### config.mk
export PLATFORM = sky130hd
export DESIGN_NAME = q_meter_flat
export DESIGN_NICKNAME = d
export VERILOG_FILES = /design/src/rtl/q_meter_if.sv /design/src/rtl/q_meter.sv /design/src/flat_wrapper.sv
export SDC_FILE = /design/constraint.sdc
export NUM_CORES = 1
export LEC_CHECK = 0
export CAP_MARGIN = 10
export CORE_MARGIN = 1.5
export CORE_UTILIZATION = 45
export CTS_CLUSTER_SIZE = 28
export DETAILED_ROUTE_END_ITERATION = 8
export GPL_TIMING_DRIVEN = 0
export PLACE_DENSITY_LB_ADDON = 0.25
export SYNTH_ARGS = -nofsm -noshare
export SYNTH_HDL_FRONTEND = slang
export SYNTH_SLANG_ARGS = --single-unit
### constraint.sdc
create_clock -name clk -period 3.6 [get_ports clk]
set_input_delay 0.72 -clock clk [delete_from_list [all_inputs] [get_ports clk]]
set_output_delay 0.72 -clock clk [all_outputs]
set_load 0.01 [all_outputs]
### src/rtl/q_meter_if.sv
// Bus bundle between a measurement controller (master) and q_meter (slave):
// DAC drive, ADC sample stream and measurement result.
interface q_meter_if #(
  parameter int BUS_WIDTH = 10
);
  logic                 enable;
  logic [BUS_WIDTH-1:0] i_ref;
  logic [BUS_WIDTH-1:0] offset;
  logic [BUS_WIDTH-1:0] adc_data;
  logic                 adc_valid;
  logic [BUS_WIDTH-1:0] dac_code;
  logic                 dac_load;
  logic [BUS_WIDTH-1:0] q_measured;
  logic                 ready;
  logic                 timeout;

  modport master (
    output enable, i_ref, offset, adc_data, adc_valid,
    input  dac_code, dac_load, q_measured, ready, timeout
  );

  modport slave (
    input  enable, i_ref, offset, adc_data, adc_valid,
    output dac_code, dac_load, q_measured, ready, timeout
  );
endinterface

### src/rtl/q_meter.sv
// Charge meter: drives a DAC code, waits for settling, averages 2**LOG2_SAMPLES
// ADC samples and reports avg - offset. Define Q_METER_SAT_EN to clamp at 0.
module q_meter #(
  parameter int BUS_WIDTH     = 10,
  parameter int SETTLE_CYCLES = 16,
  parameter int LOG2_SAMPLES  = 3,
  parameter int TIMEOUT       = 255
) (
  input  logic     clk,
  input  logic     rst,
  q_meter_if.slave bus
);

  localparam int AccW = BUS_WIDTH + LOG2_SAMPLES;
  localparam int CntW = LOG2_SAMPLES + 1;
  localparam int SetW = $clog2(SETTLE_CYCLES + 1);
  localparam int ToW  = $clog2(TIMEOUT + 1);

  localparam logic [CntW-1:0] LastSample = CntW'((1 << LOG2_SAMPLES) - 1);
  localparam logic [SetW-1:0] SettleInit = SetW'(SETTLE_CYCLES);
  localparam logic [ToW-1:0]  ToLast     = ToW'(TIMEOUT - 1);

  typedef enum logic [2:0] {IDLE, LOAD, SETTLE, ACQ, DONE} state_t;

  state_t               state_q;
  logic [AccW-1:0]      acc_q;
  logic [CntW-1:0]      sampleCnt_q;
  logic [SetW-1:0]      settleCnt_q;
  logic [ToW-1:0]       toCnt_q;
  logic [BUS_WIDTH-1:0] dacCode_q;
  logic                 dacLoad_q;
  logic [BUS_WIDTH-1:0] qMeas_q;
  logic                 ready_q;
  logic                 timeout_q;

  logic [BUS_WIDTH-1:0] avg;
  logic [BUS_WIDTH-1:0] result_d;

  assign avg = acc_q[AccW-1:LOG2_SAMPLES];

  always_comb begin
    result_d = avg - bus.offset;
`ifdef Q_METER_SAT_EN
    if (bus.offset > avg) result_d = '0;
`endif
  end

  // Dropping enable aborts LOAD/SETTLE/ACQ; DONE always finishes its result
  // and only then chooses between LOAD and IDLE.
  always_ff @(posedge clk or posedge rst) begin
    if (rst) begin
      state_q     <= IDLE;
      acc_q       <= '0;
      sampleCnt_q <= '0;
      settleCnt_q <= '0;
      toCnt_q     <= '0;
      dacCode_q   <= '0;
      dacLoad_q   <= 1'b0;
      qMeas_q     <= '0;
      ready_q     <= 1'b0;
      timeout_q   <= 1'b0;
    end else begin
      dacLoad_q <= 1'b0;
      ready_q   <= 1'b0;
      case (state_q)
        IDLE: begin
          if (bus.enable) state_q <= LOAD;
        end
        LOAD: begin
          if (!bus.enable) begin
            state_q <= IDLE;
          end else begin
            dacCode_q   <= bus.i_ref;
            dacLoad_q   <= 1'b1;
            acc_q       <= '0;
            sampleCnt_q <= '0;
            toCnt_q     <= '0;
            settleCnt_q <= SettleInit;
            state_q     <= SETTLE;
          end
        end
        SETTLE: begin
          if (!bus.enable) begin
            state_q <= IDLE;
          end else begin
            settleCnt_q <= settleCnt_q - SetW'(1);
            if (settleCnt_q == SetW'(1)) state_q <= ACQ;
          end
        end
        ACQ: begin
          if (!bus.enable) begin
            state_q <= IDLE;
          end else if (bus.adc_valid) begin
            acc_q       <= acc_q + AccW'(bus.adc_data);
            sampleCnt_q <= sampleCnt_q + CntW'(1);
            toCnt_q     <= '0;
            if (sampleCnt_q == LastSample) state_q <= DONE;
          end else if (toCnt_q == ToLast) begin
            timeout_q   <= 1'b1;
            acc_q       <= '0;
            sampleCnt_q <= '0;
            state_q     <= LOAD;
          end else begin
            toCnt_q <= toCnt_q + ToW'(1);
          end
        end
        DONE: begin
          qMeas_q <= result_d;
          ready_q <= 1'b1;
          state_q <= bus.enable ? LOAD : IDLE;
        end
        default: state_q <= IDLE;
      endcase
    end
  end

  assign bus.dac_code   = dacCode_q;
  assign bus.dac_load   = dacLoad_q;
  assign bus.q_measured = qMeas_q;
  assign bus.ready      = ready_q;
  assign bus.timeout    = timeout_q;

endmodule

### src/flat_wrapper.sv
// flat-port wrapper written by rule: the top's interface ports become plain ports
module q_meter_flat 
#(
  parameter int BUS_WIDTH     = 10,
  parameter int SETTLE_CYCLES = 16,
  parameter int LOG2_SAMPLES  = 3,
  parameter int TIMEOUT       = 255
)
  (clk, rst, bus_enable, bus_i_ref, bus_offset, bus_adc_data, bus_adc_valid, bus_dac_code, bus_dac_load, bus_q_measured, bus_ready, bus_timeout);
  q_meter_if #(.BUS_WIDTH(BUS_WIDTH)) bus_i ();
  input  logic clk;
  input  logic rst;
  input wire logic [$bits(bus_i.enable)-1:0] bus_enable;
  input wire logic [$bits(bus_i.i_ref)-1:0] bus_i_ref;
  input wire logic [$bits(bus_i.offset)-1:0] bus_offset;
  input wire logic [$bits(bus_i.adc_data)-1:0] bus_adc_data;
  input wire logic [$bits(bus_i.adc_valid)-1:0] bus_adc_valid;
  output wire logic [$bits(bus_i.dac_code)-1:0] bus_dac_code;
  output wire logic [$bits(bus_i.dac_load)-1:0] bus_dac_load;
  output wire logic [$bits(bus_i.q_measured)-1:0] bus_q_measured;
  output wire logic [$bits(bus_i.ready)-1:0] bus_ready;
  output wire logic [$bits(bus_i.timeout)-1:0] bus_timeout;
  assign bus_i.enable = bus_enable;
  assign bus_i.i_ref = bus_i_ref;
  assign bus_i.offset = bus_offset;
  assign bus_i.adc_data = bus_adc_data;
  assign bus_i.adc_valid = bus_adc_valid;
  assign bus_dac_code = bus_i.dac_code;
  assign bus_dac_load = bus_i.dac_load;
  assign bus_q_measured = bus_i.q_measured;
  assign bus_ready = bus_i.ready;
  assign bus_timeout = bus_i.timeout;
  q_meter #(.BUS_WIDTH(BUS_WIDTH), .SETTLE_CYCLES(SETTLE_CYCLES), .LOG2_SAMPLES(LOG2_SAMPLES), .TIMEOUT(TIMEOUT)) u_core (.clk(clk), .rst(rst), .bus(bus_i));
endmodule
==> flow_metrics.env, run 1 <==
export IMPL_status="completed"
export IMPL_hold_viol_final=0
export IMPL_synth_area_mm2=0.00326
export IMPL_clk_latency_ns=0.31
export IMPL_diodes=0
export IMPL_fin_crit_ns=2.93
export IMPL_power_density_mw_per_mm2=623
export IMPL_postCtsSetupBuffers=0
export IMPL_cts_hold_buf=0
export IMPL_ys_async_sr_fraction_pct=100
export IMPL_grt_pass1_wl_um=11600
export IMPL_hp_class="flip-flop to flip-flop"
export IMPL_finish_utilization_pct=58.6
export IMPL_avgSynthCellArea_um2=9.87
export IMPL_globalplace_congestion=0.815
export IMPL_dp_hpwl_um=5150
export IMPL_ir_drop_v=0.000349
export IMPL_ys_flop_type="dfrtp_1"
export IMPL_track_usage_pct=19.0
export IMPL_max_stage_delay_ns=0.46
export IMPL_grt_overflow_total=0
export IMPL_setup_tns_ns=0
export IMPL_yosysWarnings=0
export IMPL_finalWirelength_um=6770
export IMPL_path_cells="clkdlybuf4s50_1, ha_1, inv_1, fa_1, nand2b_1, a21oi_1, nor3_1, o31ai_2, o21ai_1, a22o_1"
export IMPL_portBuffers=56
export IMPL_tightestPinTransition_ns=0.515
export IMPL_cts_tree="yes"
export IMPL_area_growth_pct=24.4
export IMPL_rsz0062_at_grt="no"
export IMPL_die_y_um=88.1
export IMPL_grt_util_met3_pct=3.20
export IMPL_htreeDepth=2
export IMPL_worstSetupStartpointType="input port"
export IMPL_period_share_pct=81.3
export IMPL_root_buffer="clkbuf_8"
export IMPL_max_slew_margin_rel_pct=65.6
export IMPL_layout_nets=454
export IMPL_antenna_found_initial=0
export IMPL_drtIter0Drc=116
export IMPL_path_class="input port to flip-flop"
export IMPL_p_leak_uw=0.00187
export IMPL_clk_pin_slew_ns=0.11
export IMPL_slew_viol_final=0
export IMPL_crit_family="compound AO/OA/AOI/OAI gates"
export IMPL_grt_busiest_layer="met2"
export IMPL_start_util_pct=47.1
export IMPL_synth_edff_count=0
export IMPL_finClkSkew_ns=0.00516
export IMPL_cp_arrival_ns=3.13
export IMPL_yosysUniqueCellTypes=59
export IMPL_max_freq_mhz=342
export IMPL_crit_slowest_cell="clkdlybuf4s50_1"
export IMPL_synthCells=330
export IMPL_register_area_mm2=0.00140
export IMPL_critical_path_buf_inv_count=2
export IMPL_io_pins=57
export IMPL_vias_per_cell=5.31
export IMPL_ys_seq_area_share_pct=43.0
export IMPL_synth_nets=390
export IMPL_vias=2607
export IMPL_rows=30
export IMPL_ys_ff_latch=56
export IMPL_first_pass_iters=4
export IMPL_grt_max_degree=38
export IMPL_cts_made_buffers=5
export IMPL_die_x_um=88.1
export IMPL_grtUsageMet2_pct=30.0
export IMPL_ant_nets=0
export IMPL_cts_resized=0
export IMPL_clk_path_buf_depth=2
export IMPL_drv_cap=0
export IMPL_critPathMaxFanout=4
export IMPL_setup_viol=0
export IMPL_drc=0
export IMPL_drive_gt1_share_pct=8.10
export IMPL_routedWlPerCell_um=13.8
export IMPL_grt_pass1_vias=2519
export IMPL_cp_required_ns=3.80
export IMPL_cts_sinks=56
export IMPL_use_met1_pct=26.9
export IMPL_reg2reg_depth=9
export IMPL_endpoint_kind="flip-flop"
export IMPL_fillers=605
export IMPL_die_area_mm2=0.00775
export IMPL_cp_depth=10
export IMPL_hold_depth=1
export IMPL_core_mm2=0.00691
export IMPL_multi_input_area_mm2=0.00172
cell usage after synthesis (all sizes together) (4+ instances only):
library cell,number,area (µm²)
nor3,6,30.0
clkbuf,4,15.0
or3,6,37.5
ha,24,300
nand3,5,25.0
mux2,10,113
nand2b,5,31.3
o21ai,37,185
o21a,6,45.0
o31ai,5,42.5
a22o,4,35.0
xnor2,6,52.6
a21oi,7,35.0
xor2,9,78.8
nor2,23,93.8
nand2,31,116
nand4,5,31.3
nor2b,4,25.0
inv,27,101
dfrtp,56,1400
a21o,5,38.8
worst paths after layout:
path                            slack (ns)               start            endpoint
worst max-delay path                  0.67     bus_adc_data[0]    u_core.acc_q[10]
worst min-delay path                  0.48  u_core.bus.timeout  u_core.bus.timeout
worst max register to register        1.19     u_core.acc_q[0]    u_core.acc_q[10]
worst min register to register        0.48  u_core.bus.timeout  u_core.bus.timeout
max in group asynchronous             2.33                 rst     u_core.acc_q[8]
min in group asynchronous             0.73                 rst  u_core.bus.timeout
report_power, final:
part	total [µW]	switching [µW]	internal (µW)	leakage, µW
sequential	988	156	832	0.000712
combinational	1180	569	610	0.00112
clock	357	219	138	0.0000404
total	2520	944	1580	0.00187
per-layer routing:
metal  vias to the layer above  part of all wire [%]
met1                      1230                    48
met2                        62                    46
met5                         -                     0
li1                       1309                     -
met3                         6                   4.7
met4                         0                  0.93
registers in the layout, indices dropped and copies added, names as in the netlist, 3 cells and up:
| signal | count |
|---|---|
| u_core.bus.dac_code | 10 |
| u_core.state_q | 3 |
| u_core.toCnt_q | 8 |
| u_core.sampleCnt_q | 4 |
| u_core.bus.q_measured | 10 |
| u_core.settleCnt_q | 5 |
| u_core.acc_q | 13 |
worst reg2reg max path: stages, from the launching register on:
cell	delay, ns
dfrtp_1	0.36
ha_1	0.20
inv_1	0.07
fa_1	0.38
nand2b_1	0.18
a21oi_1	0.31
nor3_1	0.10
o31ai_2	0.33
o21ai_1	0.12
a22o_1	0.26
placed cells by master, fill, tap and decap left out, types with 7 or more instances in the layout:
master and instances:
a21oi_1 7, clkdlybuf4s50_1 56, dfrtp_1 56, ha_1 24
inv_1 25, mux2_2 7, nand2_1 31, nor2_1 22
o21ai_0 21, o21ai_1 16, xor2_1 9
metrics by stage:
step           total power, µW  hold WS (ns)  cells  setup slack, ns  area [µm²]
2_1_floorplan             1730         0.458    330             1.11        3260
3_3_place_gp              2140         0.453    482            0.409        3940
3_5_place_dp              2180         0.453    483            0.359        3960
4_1_cts                   2540         0.479    491            0.702        4050
5_1_grt                   2740         0.508    491            0.482        4050
6_report                  2520         0.480    491            0.674        4050
final cells by class:
cell class,count,share of cell area (%)
inverter,27,2.50
sequential,56,34.6
tap,96,2.97
clock inverter,3,0.587
timing repair buffer,57,14.3
buffer,7,0.803
clock buffer,5,1.70
multi-input combinational,240,42.5
logic make-up after synthesis:
group,Yosys count,share of synthesized area [%]
and+or+nand+nor,98,15.9
xor gates and xnor gates,15,4.04
buffers and inverters,34,4.11
adders and majority gates,26,10.5
muxes,10,3.46
AOI/OAI and AO/OA,91,19.0
DFF,56,43.0
(Power assumes the default switching activity.)
==> inputs of run 2 (changes only) <==
==> constraint.sdc (replaced) <==
create_clock -name clk -period 2.96 [get_ports clk]
set_input_delay 0.592 -clock clk [delete_from_list [all_inputs] [get_ports clk]]
set_output_delay 0.592 -clock clk [all_outputs]
set_load 0.01 [all_outputs]
==> flow_metrics.env, run 2 (synthesized netlist as in run 1, its figures left out) <==
export IMPL_track_usage_pct=19.0
export IMPL_die_x_um=88.1
export IMPL_holdWs_ns=0.480
export IMPL_hp_start="u_core.bus.timeout"
export IMPL_cts_made_buffers=5
export IMPL_finish_utilization_pct=58.7
export IMPL_drtIter0Drc=111
export IMPL_cp_required_ns=3.16
export IMPL_worstSetupStartpointType="input port"
export IMPL_fin_crit_ns=2.70
export IMPL_vias_per_cell=5.32
export IMPL_cp_arrival_ns=2.90
export IMPL_grt_overflow_total=0
export IMPL_holdPathEnd="u_core.bus.timeout"
export IMPL_max_slew_margin_rel_pct=65.6
export IMPL_area_growth_pct=24.5
export IMPL_drc=0
export IMPL_drive_gt1_share_pct=8.35
export IMPL_p_int_uw=1920
export IMPL_globalplace_congestion=0.815
export IMPL_finalWirelength_um=6750
export IMPL_cts_hold_buf=0
export IMPL_max_freq_mhz=370
export IMPL_layout_nets=454
export IMPL_root_buffer="clkbuf_8"
export IMPL_r2r_start="u_core.acc_q[0]"
export IMPL_path_class="input port to flip-flop"
export IMPL_slew_viol_final=0
export IMPL_start_util_pct=47.1
export IMPL_antenna_found_initial=0
export IMPL_grt_pass1_vias=2519
export IMPL_p_comb_share_pct=46.8
export IMPL_endpoint_kind="flip-flop"
export IMPL_clk_path_buf_depth=2
export IMPL_status="completed"
export IMPL_first_pass_iters=4
export IMPL_diodes=0
export IMPL_die_area_mm2=0.00775
export IMPL_regMostFlops="u_core.acc_q"
export IMPL_tightestPinTransition_ns=0.515
export IMPL_setup_viol=0
export IMPL_power_share_clock_pct=14.1
export IMPL_ir_drop_v=0.000424
export IMPL_rows=30
export IMPL_dp_hpwl_um=5150
export IMPL_worstReg2RegEnd="u_core.acc_q[10]"
export IMPL_dp_cells=483
export IMPL_finClkSkew_ns=0.00531
export IMPL_die_y_um=88.1
export IMPL_io_pins=57
export IMPL_postCtsSetupBuffers=0
export IMPL_portBuffers=56
export IMPL_p_leak_uw=0.00187
export IMPL_critPathLaunch="bus_adc_data[0]"
export IMPL_power_density_mw_per_mm2=758
export IMPL_final_cells=491
export IMPL_clk_latency_ns=0.31
export IMPL_reg2reg_depth=9
export IMPL_timing_final_ws_setup_ns=0.261
export IMPL_power_frac_seq_pct=39.1
export IMPL_cts_tree="yes"
export IMPL_period_share_pct=91.2
export IMPL_largest_reg_flops=13
export IMPL_r2r_setup_slack_ns=0.64
export IMPL_rsz0062_at_grt="no"
export IMPL_drv_cap=0
export IMPL_hold_depth=1
export IMPL_final_cell_mix="clkdlybuf4s50_1, dfrtp_1, nand2_1"
export IMPL_critPathMaxFanout=4
export IMPL_p_switching_uw=1150
export IMPL_core_mm2=0.00691
export IMPL_ant_nets=0
export IMPL_grt_pass1_wl_um=11600
export IMPL_p_sw_share_pct=37.4
export IMPL_grt_max_degree=38
export IMPL_dp_slack_ns=-0.153
export IMPL_routedWlPerCell_um=13.8
export IMPL_hp_class="flip-flop to flip-flop"
export IMPL_vias=2613
export IMPL_clk_pin_slew_ns=0.11
export IMPL_hold_viol_final=0
export IMPL_htreeDepth=2
export IMPL_cts_sinks=56
-- run 2: changes by cell type in the layout (fill, tap and decap cells not counted) --
cell | before | now
a21oi_2 | 0 | 1
a21oi_1 | 7 | 6
-- run 2: final cells by class --
type                    instances  area, µm²
flip-flops and latches         56       1400
clock buffers                   5       68.8
well taps                      96        120
inverters                      27        101
repair buffers                 57        581
multi-input cells             240       1720
plain buffers                   7       32.5
clock inverters                 3       23.8
fillers                       606       2850
-- run 2: power by group through the flow --
stage / Sequential [µW] / Clock, µW / Combinational, µW
floorplan: 1240 / 0 / 866
detailed placement: 1220 / 0 / 1440
global route: 1240 / 481 / 1610
finish: 1200 / 435 / 1440
global placement: 1200 / 0 / 1400
CTS: 1200 / 447 / 1440
-- run 2: what timing repair did --
action | CTS | global route
resized for setup | 0 | 1
hold endpoints to repair | 0 | 0
endpoints found under the setup margin | 0 | 2
-- run 2: per-stage QoR --
| stage | area (µm²) | total power [µW] | TNS (ns) |
|---|---|---|---|
| after floorplan | 3260 | 2110 | 0 |
| after global placement | 3940 | 2600 | -5.68 |
| after detailed placement | 3960 | 2650 | -0.245 |
| after CTS | 4050 | 3090 | 0 |
| after global routing | 4050 | 3330 | 0 |
| final | 4050 | 3070 | 0 |
-- run 2: worst max-delay path, cell delays in order --
cell             delay [ns]
clkdlybuf4s50_1        0.46
ha_1                   0.20
inv_1                  0.07
fa_1                   0.38
nand2b_1               0.20
a21oi_2                0.22
nor3_1                 0.08
o31ai_2                0.33
o21ai_1                0.12
a22o_1                 0.26
-- run 2: how the worst max path moves through the flow --
stage,slack [ns],endpoint,cells past startpoint
2_1_floorplan,0.60,u_core.acc_q[10],9
3_3_place_gp,-0.10,u_core.bus.dac_code[3],2
3_5_place_dp,-0.15,u_core.acc_q[10],10
4_1_cts,0.19,u_core.acc_q[10],10
5_1_grt,0.1,u_core.acc_q[10],10
6_report,0.26,u_core.acc_q[10],10
-- run 2: metal layers --
layer	routed length [µm]	vias up	global-route usage (%)
met2	3100	59	30.0
met1	3260	1237	26.9
met3	301	8	3.20
met5	0	-	0
met4	87	0	5.54
li1	-	1309	-
==> inputs of run 3 (changes only) <==
--- a/config.mk
+++ b/config.mk
@@ -12,6 +12,7 @@
 export DETAILED_ROUTE_END_ITERATION = 8
 export GPL_TIMING_DRIVEN = 0
 export PLACE_DENSITY_LB_ADDON = 0.25
+export SKIP_LAST_GASP = 1
 export SYNTH_ARGS = -nofsm -noshare
 export SYNTH_HDL_FRONTEND = slang
 export SYNTH_SLANG_ARGS = --single-unit
==> results of run 3 <==
Same layout as run 2: the final DEF is identical, and so are final timing and power.
